**src/rtl/warships_pkg.sv**
```systemverilog
// Shared types and widths for the warships board-memory control path.
package warships_pkg;

    typedef enum logic {IDLE, OWN} arb_state_t;

    localparam int BOARD_ADDR_W = 8;
    localparam int CELL_W       = 2;

endpackage

```
**src/rtl/rr_pick.sv**
```systemverilog
// Combinational round-robin picker: first set req at or above ptr, with wrap.
module rr_pick #(
    parameter int N  = 3,
    parameter int IW = (N > 1) ? $clog2(N) : 1
) (
    input  logic [N-1:0]  req,
    input  logic [IW-1:0] ptr,
    output logic [N-1:0]  onehot,
    output logic [IW-1:0] idx
);

    logic found;
    int   cand;

    always_comb begin
        onehot = '0;
        idx    = '0;
        found  = 1'b0;
        cand   = 0;
        for (int k = 0; k < N; k++) begin
            cand = int'(ptr) + k;
            if (cand >= N) cand = cand - N;
            if (!found && req[cand]) begin
                found        = 1'b1;
                onehot[cand] = 1'b1;
                idx          = IW'(cand);
            end
        end
    end

endmodule

```
**src/rtl/board_port_arbiter.sv**
```systemverilog
// Shares board_mem port 1 among N_REQ requesters: round-robin single beats,
// with a bounded lock so one requester can complete a read-modify-write.
module board_port_arbiter
    import warships_pkg::*;
#(
    parameter int N_REQ    = 3,
    parameter int X_SIZE   = 12,
    parameter int Y_SIZE   = 12,
    parameter int MAX_LOCK = 16
) (
    input  logic                          clk,
    input  logic                          rst,
    input  logic [N_REQ-1:0]              req,
    input  logic [N_REQ-1:0]              lock,
    input  logic [N_REQ-1:0]              w_nr,
    input  logic [BOARD_ADDR_W*N_REQ-1:0] addr,
    input  logic [CELL_W*N_REQ-1:0]       wdata,
    output logic [N_REQ-1:0]              gnt,
    output logic [N_REQ-1:0]              rvalid,
    output logic [CELL_W-1:0]             rdata,
    output logic [N_REQ-1:0]              err,
    output logic [BOARD_ADDR_W-1:0]       mem_addr,
    output logic [CELL_W-1:0]             mem_wdata,
    output logic                          mem_w_nr,
    input  logic [CELL_W-1:0]             mem_rdata
);

    localparam int IW  = $clog2(N_REQ);
    localparam int LCW = $clog2(MAX_LOCK);

    arb_state_t              state_q, state_d;
    logic [IW-1:0]           owner_q, owner_d;
    logic [IW-1:0]           rr_ptr_q, rr_ptr_d;
    logic [LCW-1:0]          lock_ctr_q, lock_ctr_d;
    logic [BOARD_ADDR_W-1:0] addr_hold_q, addr_hold_d;
    logic [CELL_W-1:0]       wdata_hold_q, wdata_hold_d;
    logic [N_REQ-1:0]        rvalid_q, rvalid_d;
    logic                    rd_ok_q, rd_ok_d;

    logic [N_REQ-1:0]        pick_onehot;
    logic [IW-1:0]           pick_idx;
    logic                    beat, beat_ok, range_bad;
    logic [IW-1:0]           sel;
    logic [BOARD_ADDR_W-1:0] sel_addr;
    logic [CELL_W-1:0]       sel_wdata;
    logic                    sel_w_nr;

    rr_pick #(.N(N_REQ), .IW(IW)) u_pick (
        .req    (req),
        .ptr    (rr_ptr_q),
        .onehot (pick_onehot),
        .idx    (pick_idx)
    );

    always_comb begin
        state_d    = state_q;
        owner_d    = owner_q;
        rr_ptr_d   = rr_ptr_q;
        lock_ctr_d = lock_ctr_q;
        beat       = 1'b0;
        sel        = owner_q;

        // The exit cycle from OWN arbitrates exactly like IDLE, so no dead cycle.
        if (state_q == OWN && lock[owner_q] && lock_ctr_q != LCW'(MAX_LOCK - 1)) begin
            lock_ctr_d = lock_ctr_q + LCW'(1);
            beat       = req[owner_q];
        end else begin
            state_d    = IDLE;
            lock_ctr_d = '0;
            if (|pick_onehot) begin
                beat     = 1'b1;
                sel      = pick_idx;
                owner_d  = pick_idx;
                rr_ptr_d = (pick_idx == IW'(N_REQ - 1)) ? '0 : pick_idx + IW'(1);
                if (lock[pick_idx]) state_d = OWN;
            end
        end

        sel_addr  = '0;
        sel_wdata = '0;
        sel_w_nr  = 1'b0;
        for (int i = 0; i < N_REQ; i++) begin
            if (sel == IW'(i)) begin
                sel_addr  = addr[i*BOARD_ADDR_W +: BOARD_ADDR_W];
                sel_wdata = wdata[i*CELL_W +: CELL_W];
                sel_w_nr  = w_nr[i];
            end
        end

        // Reset gates the combinational beat so outputs drop at once.
        beat_ok   = beat & rst;
        range_bad = ({1'b0, sel_addr[3:0]} >= 5'(X_SIZE)) ||
                    ({1'b0, sel_addr[7:4]} >= 5'(Y_SIZE));

        gnt       = {{(N_REQ-1){1'b0}}, beat_ok} << sel;
        err       = range_bad ? gnt : '0;
        mem_addr  = beat_ok ? sel_addr : addr_hold_q;
        mem_wdata = beat_ok ? sel_wdata : wdata_hold_q;
        mem_w_nr  = beat_ok & sel_w_nr & ~range_bad;

        addr_hold_d  = mem_addr;
        wdata_hold_d = mem_wdata;
        rvalid_d     = (beat_ok && !sel_w_nr) ? gnt : '0;
        rd_ok_d      = beat_ok & ~sel_w_nr & ~range_bad;

        rvalid = rvalid_q;
        rdata  = rd_ok_q ? mem_rdata : '0;
    end

    always_ff @(posedge clk or negedge rst) begin
        if (!rst) begin
            state_q      <= IDLE;
            owner_q      <= '0;
            rr_ptr_q     <= '0;
            lock_ctr_q   <= '0;
            addr_hold_q  <= '0;
            wdata_hold_q <= '0;
            rvalid_q     <= '0;
            rd_ok_q      <= 1'b0;
        end else begin
            state_q      <= state_d;
            owner_q      <= owner_d;
            rr_ptr_q     <= rr_ptr_d;
            lock_ctr_q   <= lock_ctr_d;
            addr_hold_q  <= addr_hold_d;
            wdata_hold_q <= wdata_hold_d;
            rvalid_q     <= rvalid_d;
            rd_ok_q      <= rd_ok_d;
        end
    end

endmodule

```
**config.mk**
```make
export PLATFORM = sky130hd
export DESIGN_NAME = board_port_arbiter
export DESIGN_NICKNAME = d
export VERILOG_FILES = /design/src/rtl/warships_pkg.sv /design/src/rtl/rr_pick.sv /design/src/rtl/board_port_arbiter.sv
export SDC_FILE = /design/constraint.sdc
export NUM_CORES = 1
export LEC_CHECK = 0
export BUFFER_PORTS_ARGS = -buffer_cell sky130_fd_sc_hd__buf_4
export CAP_MARGIN = 30
export CORE_ASPECT_RATIO = 1.4
export CORE_UTILIZATION = 55
export CTS_BUF_LIST = sky130_fd_sc_hd__clkbuf_4 sky130_fd_sc_hd__clkbuf_8
export DETAILED_ROUTE_END_ITERATION = 16
export GPL_ROUTABILITY_DRIVEN = 0
export GPL_TIMING_DRIVEN = 0
export HOLD_SLACK_MARGIN = 0.12
export MAX_ROUTING_LAYER = met4
export PLACE_DENSITY = 0.88
export SETUP_SLACK_MARGIN = 0.05
export SYNTH_ARGS = -nofsm -noshare
export SYNTH_HDL_FRONTEND = slang
export SYNTH_SLANG_ARGS = --single-unit
```
**constraint.sdc**
```tcl
create_clock -name clk -period 9.1 [get_ports clk]
set_input_delay 1.82 -clock clk [delete_from_list [all_inputs] [get_ports clk]]
set_output_delay 1.82 -clock clk [all_outputs]
set_load 0.02 [all_outputs]
```
* After elaboration in Yosys (flattened, before gate mapping)
Index checks and enable logic that the tools add are counted.
** Cells by class
- Add/sub/neg operators :: 7
- Multiply operators :: 0
- Divide/modulo/power cells :: 0
- $lt $le $gt $ge :: 13
- Equal/unequal tests :: 4
- Shifts and indexed selects :: 1
- Mux-type cells :: 54
- Bitwise logic cells :: 10
- Reduce and logical (&&, ||, !) cells :: 15
** Operators by type and width (number)
- 32-bit by 1-bit greater-or-equal comparator with 1-bit output (second input constant) :: 3
- 32-bit by 4-bit less-than comparator with 1-bit output (second input constant) :: 3
- 32-bit two-way mux :: 3
- 32-bit by 3-bit greater-or-equal comparator with 1-bit output (second input constant) :: 2
- 32-bit by 3-bit subtractor with 32-bit output (second input constant) :: 2
- 8-bit two-way mux :: 4
- 2-bit two-way mux :: 11
- 1-bit two-way mux :: 21
- 3-bit two-way mux :: 5
- 1-bit binary-select mux with 2-bit select :: 6
- 4-bit greater-or-equal comparator (second input constant) :: 2
- 1-bit logical AND :: 8
- 1-bit demux with 2-bit select :: 3
- 2-bit by 3-bit less-than comparator with 1-bit output (second input constant) :: 2
- 3-bit bitwise OR :: 2
- 1-bit bitwise AND :: 5
- 4-bit by 1-bit adder with 4-bit output (second input constant) :: 1
- 2-bit == test (second input constant) :: 2
- 4-bit two-way mux :: 1
- 4-bit != test (second input constant) :: 1
- 2-bit by 1-bit adder with 3-bit output (second input constant) :: 1
- 2-bit by 2-bit adder with 3-bit output (second input constant) :: 1
- 1-bit logical NOT :: 3
- 1-bit NOT :: 3
- other kinds (9) :: 9
** Word-level totals
- Register bits :: 23
- Latch bits :: 0
- Memory bits (writable) :: 0
- Memory bits (read-only) :: 0
- Input bits :: 43
- Output and inout bits :: 22
- Logic and storage cells :: 112
- Memories :: 0

* Longest topological paths before layout
Gate-level depths: netlist of the first run.
- Depth after elaboration :: 23
- Depth in mapped cells :: 13
- Depth with buffers taken out :: 11

* Cells and area by module
A second synthesis of the first run with hierarchy kept.
** Unflattened totals
- Cells, all modules :: 222
- Area, all modules :: 1880.6 um^2
** Modules (own cells, without submodules)
- board_port_arbiter :: instances 1, cells an instance 170, area an instance 1547.7 um^2, seq. area each 575.6 um^2
- rr_pick :: instances 1, cells an instance 52, area an instance 332.8 um^2, seq. area each 0.0 um^2

* Worst setup path before layout of the first run
OpenSTA, ideal clock, no wires.
- Path type :: input port to output port
- Start :: in req[0]
- End :: out mem_addr[1]
- Data arrival time :: 3953 ps
- Required time :: 7280 ps
- Path slack :: 3327 ps
- Stages on the path :: 9
- Path buffers :: 0
- Path through :: nor2b_1 > a211o_1 > o211ai_1 > a311oi_4 > mux2i_2 > inv_2 > nor2_2 > a22oi_1 > a21oi_1
** On the way
- Cells in the longest elaborated chain, start to end :: 18
- Elaborated cells on any way between the ends :: 38
- Those cells by class :: 2 x eq/ne; 27 x mux; 3 x bitwise; 6 x reduce/logical
** RTL lines
- start: declaration :: RTL line board_port_arbiter.sv:13 : input logic [N_REQ-1:0] req,
- 1-bit binary-select mux with 2-bit select :: RTL line rr_pick.sv:23 : if (!found && req[cand]) begin
- 1-bit two-way mux (implied by the code) (2 in a row) :: RTL line rr_pick.sv:23
- 1-bit two-way mux :: RTL line rr_pick.sv:23
- 1-bit logical NOT :: RTL line rr_pick.sv:23
- 1-bit logical AND :: RTL line rr_pick.sv:23
- 1-bit two-way mux :: RTL line rr_pick.sv:23
- 1-bit logical NOT :: RTL line rr_pick.sv:23
- 1-bit logical AND :: RTL line rr_pick.sv:23
- 3-bit two-way mux :: RTL line rr_pick.sv:23
- 3-bit OR reduction :: RTL line board_port_arbiter.sv:70 : if (|pick_onehot) begin
- 2-bit two-way mux
- 2-bit two-way mux :: RTL line board_port_arbiter.sv:64 : if (state_q == OWN && lock[owner_q] && lock_ctr_q != LCW'(MAX_LOCK - 1)) begin
- 2-bit logical NOT :: RTL line board_port_arbiter.sv:83 : if (sel == IW'(i)) begin
- 8-bit two-way mux (3 in a row) :: RTL line board_port_arbiter.sv:83
- 8-bit two-way mux * :: RTL line board_port_arbiter.sv:97 : mem_addr = beat_ok ? sel_addr : addr_hold_q;
- end: declaration :: RTL line board_port_arbiter.sv:22 : output logic [BOARD_ADDR_W-1:0] mem_addr,
Mark *: on every way between the ends. The rest lies on a longest branch, timed or not. The select of a mux whose other input is x is not followed.

* Worst setup path in the final report of the first run
- Start :: in req[1]
- End :: out mem_w_nr
** On the way
- Cells in the longest elaborated chain, start to end :: 21
- Elaborated cells on any way between the ends :: 46
- Those cells by class :: 2 x order compare; 2 x eq/ne; 29 x mux; 6 x bitwise; 7 x reduce/logical
** RTL lines
- 1-bit binary-select mux with 2-bit select :: RTL line rr_pick.sv:23
- 1-bit two-way mux (implied by the code) (2 in a row) :: RTL line rr_pick.sv:23
- 1-bit two-way mux :: RTL line rr_pick.sv:23
- 1-bit logical NOT :: RTL line rr_pick.sv:23
- 1-bit logical AND :: RTL line rr_pick.sv:23
- 1-bit two-way mux :: RTL line rr_pick.sv:23
- 1-bit logical NOT :: RTL line rr_pick.sv:23
- 1-bit logical AND :: RTL line rr_pick.sv:23
- [... 2 more ...]
- 2-bit two-way mux
- 2-bit two-way mux :: RTL line board_port_arbiter.sv:64
- 2-bit logical NOT :: RTL line board_port_arbiter.sv:83
- 8-bit two-way mux (3 in a row) :: RTL line board_port_arbiter.sv:83
- 4-bit greater-or-equal comparator, on equally long branches :: RTL line board_port_arbiter.sv:92, board_port_arbiter.sv:93
- 1-bit logical OR :: RTL line board_port_arbiter.sv:92 : range_bad = ({1'b0, sel_addr[3:0]} >= 5'(X_SIZE)) ||
- 1-bit NOT :: RTL line board_port_arbiter.sv:99 : mem_w_nr = beat_ok & sel_w_nr & ~range_bad;
- 1-bit bitwise AND * :: RTL line board_port_arbiter.sv:99
- end: declaration :: RTL line board_port_arbiter.sv:24 : output logic mem_w_nr,
Marks and branches as above.

==> results.yml, run 1 <==
power:
  p_per_area_nw_per_um2: 483.8
  p_clk_share_pct: 5.7
  ir_worst_vdd_v: 0.0004277
  p_int_uw: 547.8
  swShare_pct: 50.33
  p_leak_uw: 0.001109
  seqPwrFrac_pct: 14.9
  p_comb_share_pct: 79.4
  switchingPower_uw: 555.1
  p_total_uw: 1103
timing:
  fmax_ghz: 0.1545
  rsz0062_at_grt: "no"
  worstMarginPinSlew_ns: 0.7358
  slew_headroom_pct: 50.43
  setup_tns_ns: 0
  fin_crit_sh_pct: 71.13
  skew_ns: 0.001308
  finalCriticalPeriod_ns: 6.473
  slew_viol_final: 0
  hold_violations: 0
  setup_viol: 0
logic_synthesis:
  synthTopCellsByArea: "dfrtp_1 34%, nor2_1 4.2%, a21oi_1 4.1%"
  synth_cell_type_count: 49
  yosysWarnings: 0
  synth_nets: 238
  ys_seq_elements: 23
  syn_area_um2: 1707
  yosys.area.top_type_share_pct: 33.72
  synth_top_area_cell: "dfrtp_1"
  synthArstFlopShare_pct: 100.0
  ys.flop_type: "dfrtp_1"
  synth_edf_count: 0
  syn_inst: 190
  syn_area_per_cell_um2: 8.982
  ys_seq_area_share_pct: 33.72
detailed_routing:
  firstDrtPassIters: 4
  final_antenna_net_count: 0
  drt_iter0_drc: 32
  vias_per_cell: 5.807
  post_drt_wl_per_cell_um: 13.93
  vias: 1713
  wirelength_um: 4109
  drc: 0
setup_path:
  start_kind: "input pin"
  path_class: "in2out"
  critPathCaptureType: "output port"
  worstPathArrival_ns: 4.65
  crit_required_ns: 7.28
  cp_max_fo: 9
placement:
  place_area_um2: 2233
  hpwl_um: 3240
  io_buffers: 64
cells_and_area:
  stdcell_area_um2: 2280
  nets: 307
  num_antenna_cells: 0
  synthToLayoutAreaGrowth_pct: 33.58
  drive_gt1_share_pct: 35.27
  multi_input_area_um2: 1056
  regArea_um2: 575.6
  fill_cells: 216
floorplanning:
  die_area_um2: 3333
  ios: 65
  die_y_um: 67.91
  core_um2: 2907
  die_w_um: 49.08
  initial_core_util_pct: 58.72
  num_rows: 23
clocking:
  ctsResizeCount: 0
  cts_buffers: 3
  clockBufferDepth: 2
  cts_max_level: 1
  clock-sinks: 23
  cts_hold_buf: 0
  postCtsSetupBuffers: 0
  ctsRootBufferMaster: "clkbuf_8"
  clock_latency_ns: 0.26
  cts_tree: "yes"
  path_clk_slew_ns: 0.08
status:
  status: "finished clean"
grt:
  grt_max_degree: 25
  grt_pass1_vias: 1697
  track_usage_pct: 28.63
  overflow: 0
  grt_pass1_wl_um: 7224
  antenna_found_initial: 0
worst_hold_path:
  hold_class: "reg2reg"
run:
  cap_violations: 0
[logic make-up after synthesis]
kind of cell,after synthesis,synth area share (%)
AOI/OAI and AO/OA,59,27.49
xor gates and xnor gates,2,1.027
adders and majority gates,5,3.666
buffers and inverters,15,4.399
DFF,23,33.72
muxes,12,7.771
and+or+nand+nor,74,21.92
[per-layer routing]
metal | track usage (%) | share of wire [%] | vias up
met1 | 32.12 | 41 | 821
met5 | - | 0 | -
met4 | 7.353 | 0.49 | 0
met2 | 53.42 | 54 | 64
met3 | 3.778 | 4.9 | 2
li1 | - | - | 826
[through the flow]
stage | std cells | util, % | setup WS, ns | hold slack [ns]
detailed placement | 291 | 76.84 | 2.742 | 0.4637
floorplan | 190 | - | 3.327 | 0.4317
global route | 295 | 78.43 | 2.419 | 0.5041
CTS | 295 | 78.43 | 2.693 | 0.4747
global placement | 291 | 76.84 | 2.738 | 0.4533
finish | 295 | 78.43 | 2.627 | 0.4756
[area by class of cell]
type	count	share of cell area (%)
Clock buffer	3	1.811
Buffer	7	1.976
Timing Repair Buffer	64	21.08
Clock inverter	1	0.2195
Inverter	8	1.317
Tap cell	37	2.031
Multi-Input combinational cell	152	46.32
Sequential cell	23	25.25
[synthesized netlist by cell type (4+ instances only)]
master    count
mux2i_1       7
a21o_1        4
dfrtp_1      23
nand2_1      18
nand3b_1      4
and3_1        4
inv_1         6
o21ai_0       8
ha_1          5
a21oi_1      14
nor2_1       19
nand3_1      10
nor2b_1       5
[power groups by stage]
| stage | combinational [uW] | clock (uW) | sequential (uW) |
|---|---|---|---|
| final | 876 | 62.7 | 164 |
| after global routing | 957 | 68.7 | 169 |
| after CTS | 873 | 63.4 | 164 |
| after detailed placement | 867 | 0 | 166 |
| after global placement | 861 | 0 | 164 |
| after floorplan | 636 | 0 | 166 |
[worst max-delay path: stages]
cell and delay (ns):
buf_4 0.14, mux2i_1 0.28, o32a_1 0.24, nor2_2 0.06
a311oi_4 0.37, mux2i_2 0.55, inv_2 0.20, nor2_2 0.34
o2bb2ai_1 0.24, and4_1 0.25, buf_4 0.15
[state kept, by name (all words and copies together), names as in the netlist]
| register | flops |
|---|---|
| state_q | 1 |
| addr_hold_q | 8 |
| lock_ctr_q | 4 |
| rd_ok_q | 1 |
| rvalid | 3 |
| wdata_hold_q | 2 |
| owner_q | 2 |
| rr_ptr_q | 2 |
[path summary, 6_finish.rpt]
path                                         start                        to  depth (start not counted)  slack (ns)
max                                         req[1]                  mem_w_nr                         11        2.63
min                        lock_ctr_q[0]$_DFF_PN0_   lock_ctr_q[0]$_DFF_PN0_                          1        0.48
max reg2reg                rr_ptr_q[0]$_DFFE_PN0P_  addr_hold_q[5]$_DFF_PN0_                         12        5.70
min reg2reg                lock_ctr_q[0]$_DFF_PN0_   lock_ctr_q[0]$_DFF_PN0_                          1        0.48
max in group asynchronous                      rst  addr_hold_q[2]$_DFF_PN0_                          1        7.43
min in group asynchronous                      rst   lock_ctr_q[3]$_DFF_PN0_                          1        1.44
[layout by cell type, fill, tap and decap left out, types with 2 or more instances in the layout]
cell and n:
clkbuf_8 3, o22ai_1 2, ha_1 5, a22o_1 2, dfrtp_1 23, inv_1 6
nor2b_1 5, and4_1 2, nand2b_1 3, o2bb2ai_1 3, a22oi_1 3, nor2_2 3
nand3b_1 4, a21oi_1 14, nand3_1 10, xor2_1 2, a221o_1 2, mux2i_1 7
a21o_1 4, nor2_1 19, buf_6 2, mux2_2 3, buf_4 64, o21ai_0 8
a21boi_0 3, o21a_1 3, and2_1 3, clkbuf_1 2, and3_1 4, a31oi_2 2
inv_2 2, nand2_1 18, buf_2 3
No activity file was read; power rests on OpenSTA's default activity.
==> inputs of run 2 (changes only) <==
Settings changed: CORE_UTILIZATION 55 to 51, PLACE_DENSITY 0.88 to 0.83.
Clock period 9.1 ns to 6 ns, I/O delays scaled along.
==> run 2 against run 1 <==
Sequential share of layout area barely moved. Critical path type unchanged. Worst hold slack got worse by 0.0070 ns. Sequential power is 51% higher. Critical path depth did not move. Clock-buffer cell count unchanged. First-iteration DRC count rose by 28%. Cell count rose by 0.68%. Clock power grew 58%.
==> results.yml, run 2 (synthesis results as in run 1) <==
setup_path:
  r2r_slack_ns: 2.64
  crit_required_ns: 4.80
  cpLargestDelayFamily: "compound AO/OA/AOI/OAI gates"
  path_class: "in2out"
  crit_slowest_cell: "mux2i_2"
  path_buf_inv: 3
  cp_max_fo: 9
  start_kind: "input pin"
  critPathCaptureType: "output port"
  path_depth: 11
  crit_chain: "buf_4, mux2i_1, o32a_1, nor2_2, a311oi_4, mux2i_2, inv_2, nor2_2, o2bb2ai_1, and4_1, buf_4"
  r2r_cells: 11
  worstPathArrival_ns: 3.99
  max_stage_delay_ns: 0.53
worst_hold_path:
  hold_class: "reg2reg"
  worstHoldPathCells: 1
floorplanning:
  ios: 65
  initial_core_util_pct: 54.13
  core_um2: 3153
  die_w_um: 50.89
  num_rows: 24
  die_area_um2: 3585
  die_y_um: 70.45
clocking:
  clockBufferDepth: 2
  ctsResizeCount: 0
  cts_hold_buf: 0
  cts_buffers: 3
  ctsRootBufferMaster: "clkbuf_8"
  postCtsSetupBuffers: 0
  path_clk_slew_ns: 0.08
  clock-sinks: 23
  cts_tree: "yes"
  clock_latency_ns: 0.27
  cts_max_level: 1
run:
  cap_violations: 0
timing:
  slew_headroom_pct: 53.89
  fmax_ghz: 0.1927
  setup_tns_ns: 0
  finalCriticalPeriod_ns: 5.188
  worstMarginPinSlew_ns: 0.6844
  slew_viol_final: 0
  fin_crit_sh_pct: 86.47
  skew_ns: 0.004583
  rsz0062_at_grt: "no"
  hold_violations: 0
  setup_viol: 0
cells_and_area:
  regMostFlops: "addr_hold_q"
  final_common_cell: "buf_4"
  num_antenna_cells: 0
  final_cell_mix: "64 x buf_4, 23 x dfrtp_1, 19 x nor2_1, 18 x nand2_1, 14 x a21oi_1"
  drive_gt1_share_pct: 35.27
  nets: 307
  final_util_pct: 72.38
  largest_register_ffs: 8
  synthToLayoutAreaGrowth_pct: 33.72
grt:
  overflow: 0
  grt_pass1_wl_um: 7369
  grt_pass1_vias: 1680
  track_usage_pct: 27.94
  antenna_found_initial: 0
  grt_max_degree: 25
placement:
  io_buffers: 64
  hpwl_um: 3345
power:
  p_per_area_nw_per_um2: 735.8
  p_leak_uw: 0.001109
  ir_worst_vdd_v: 0.0005761
detailed_routing:
  vias_per_cell: 5.660
  final_antenna_net_count: 0
  post_drt_wl_per_cell_um: 14.62
  drt_iter0_drc: 41
  firstDrtPassIters: 4
  vias: 1681
  drc: 0
  wirelength_um: 4343
status:
  status: "finished clean"
[run 2: cell counts in the layout (fill, tap and decap cells not counted)]
Identical to the previous run, type by type.
[run 2: worst paths after layout]
path	startpoint	endpoint
max reg2reg	rr_ptr_q[1]$_DFFE_PN0P_	rvalid[1]$_DFF_PN0_
max in group asynchronous	rst	addr_hold_q[0]$_DFF_PN0_
max	req[1]	mem_w_nr
min in group asynchronous	rst	rr_ptr_q[1]$_DFFE_PN0P_
min	lock_ctr_q[0]$_DFF_PN0_	lock_ctr_q[0]$_DFF_PN0_
min reg2reg	lock_ctr_q[0]$_DFF_PN0_	lock_ctr_q[0]$_DFF_PN0_
[run 2: power breakdown]
| part | internal, uW | switching [uW] |
|---|---|---|
| Sequential | 222 | 25.6 |
| Combinational | 563 | 770 |
| Clock | 46.4 | 52.7 |
[run 2: area by class of cell]
class,instances,area [um2]
Clock buffer,3,41.29
Multi-Input combinational cell,152,1056
Timing Repair Buffer,64,480.5
Buffer,7,45.04
Tap cell,39,48.80
Sequential cell,23,575.6
Clock inverter,1,5.005
Fill cell,266,870.8
Inverter,8,30.03
[run 2: metrics by stage]
step | power, uW | instance area (um2) | cells | hold slack, ns | setup slack [ns]
after floorplan | 1216 | 1707 | 190 | 0.4317 | 1.467
after global placement | 1553 | 2236 | 293 | 0.4576 | 0.9165
after detailed placement | 1569 | 2236 | 293 | 0.4630 | 0.8750
after CTS | 1675 | 2282 | 297 | 0.4738 | 0.8513
after global routing | 1812 | 2282 | 297 | 0.5067 | 0.5792
final | 1679 | 2282 | 297 | 0.4686 | 0.8115
[run 2: worst register-to-register path: cells and delay by family (launching register included)]
family | cells | cell delay (ns)
mux | 2 | 0.91
compound gates | 3 | 0.86
simple gates | 3 | 0.47
flops | 1 | 0.43
fa+ha+maj | 1 | 0.29
buf+inv | 2 | 0.28
[run 2: per-layer routing]
metal	part of all wire (%)	vias up	routed length [um]	track usage, %
li1	-	822	-	-
met1	42	791	1811	33.01
met2	53	61	2303	47.41
met3	3.6	7	158	3.050
met4	1.6	0	69	11.42
met5	0	-	0	-
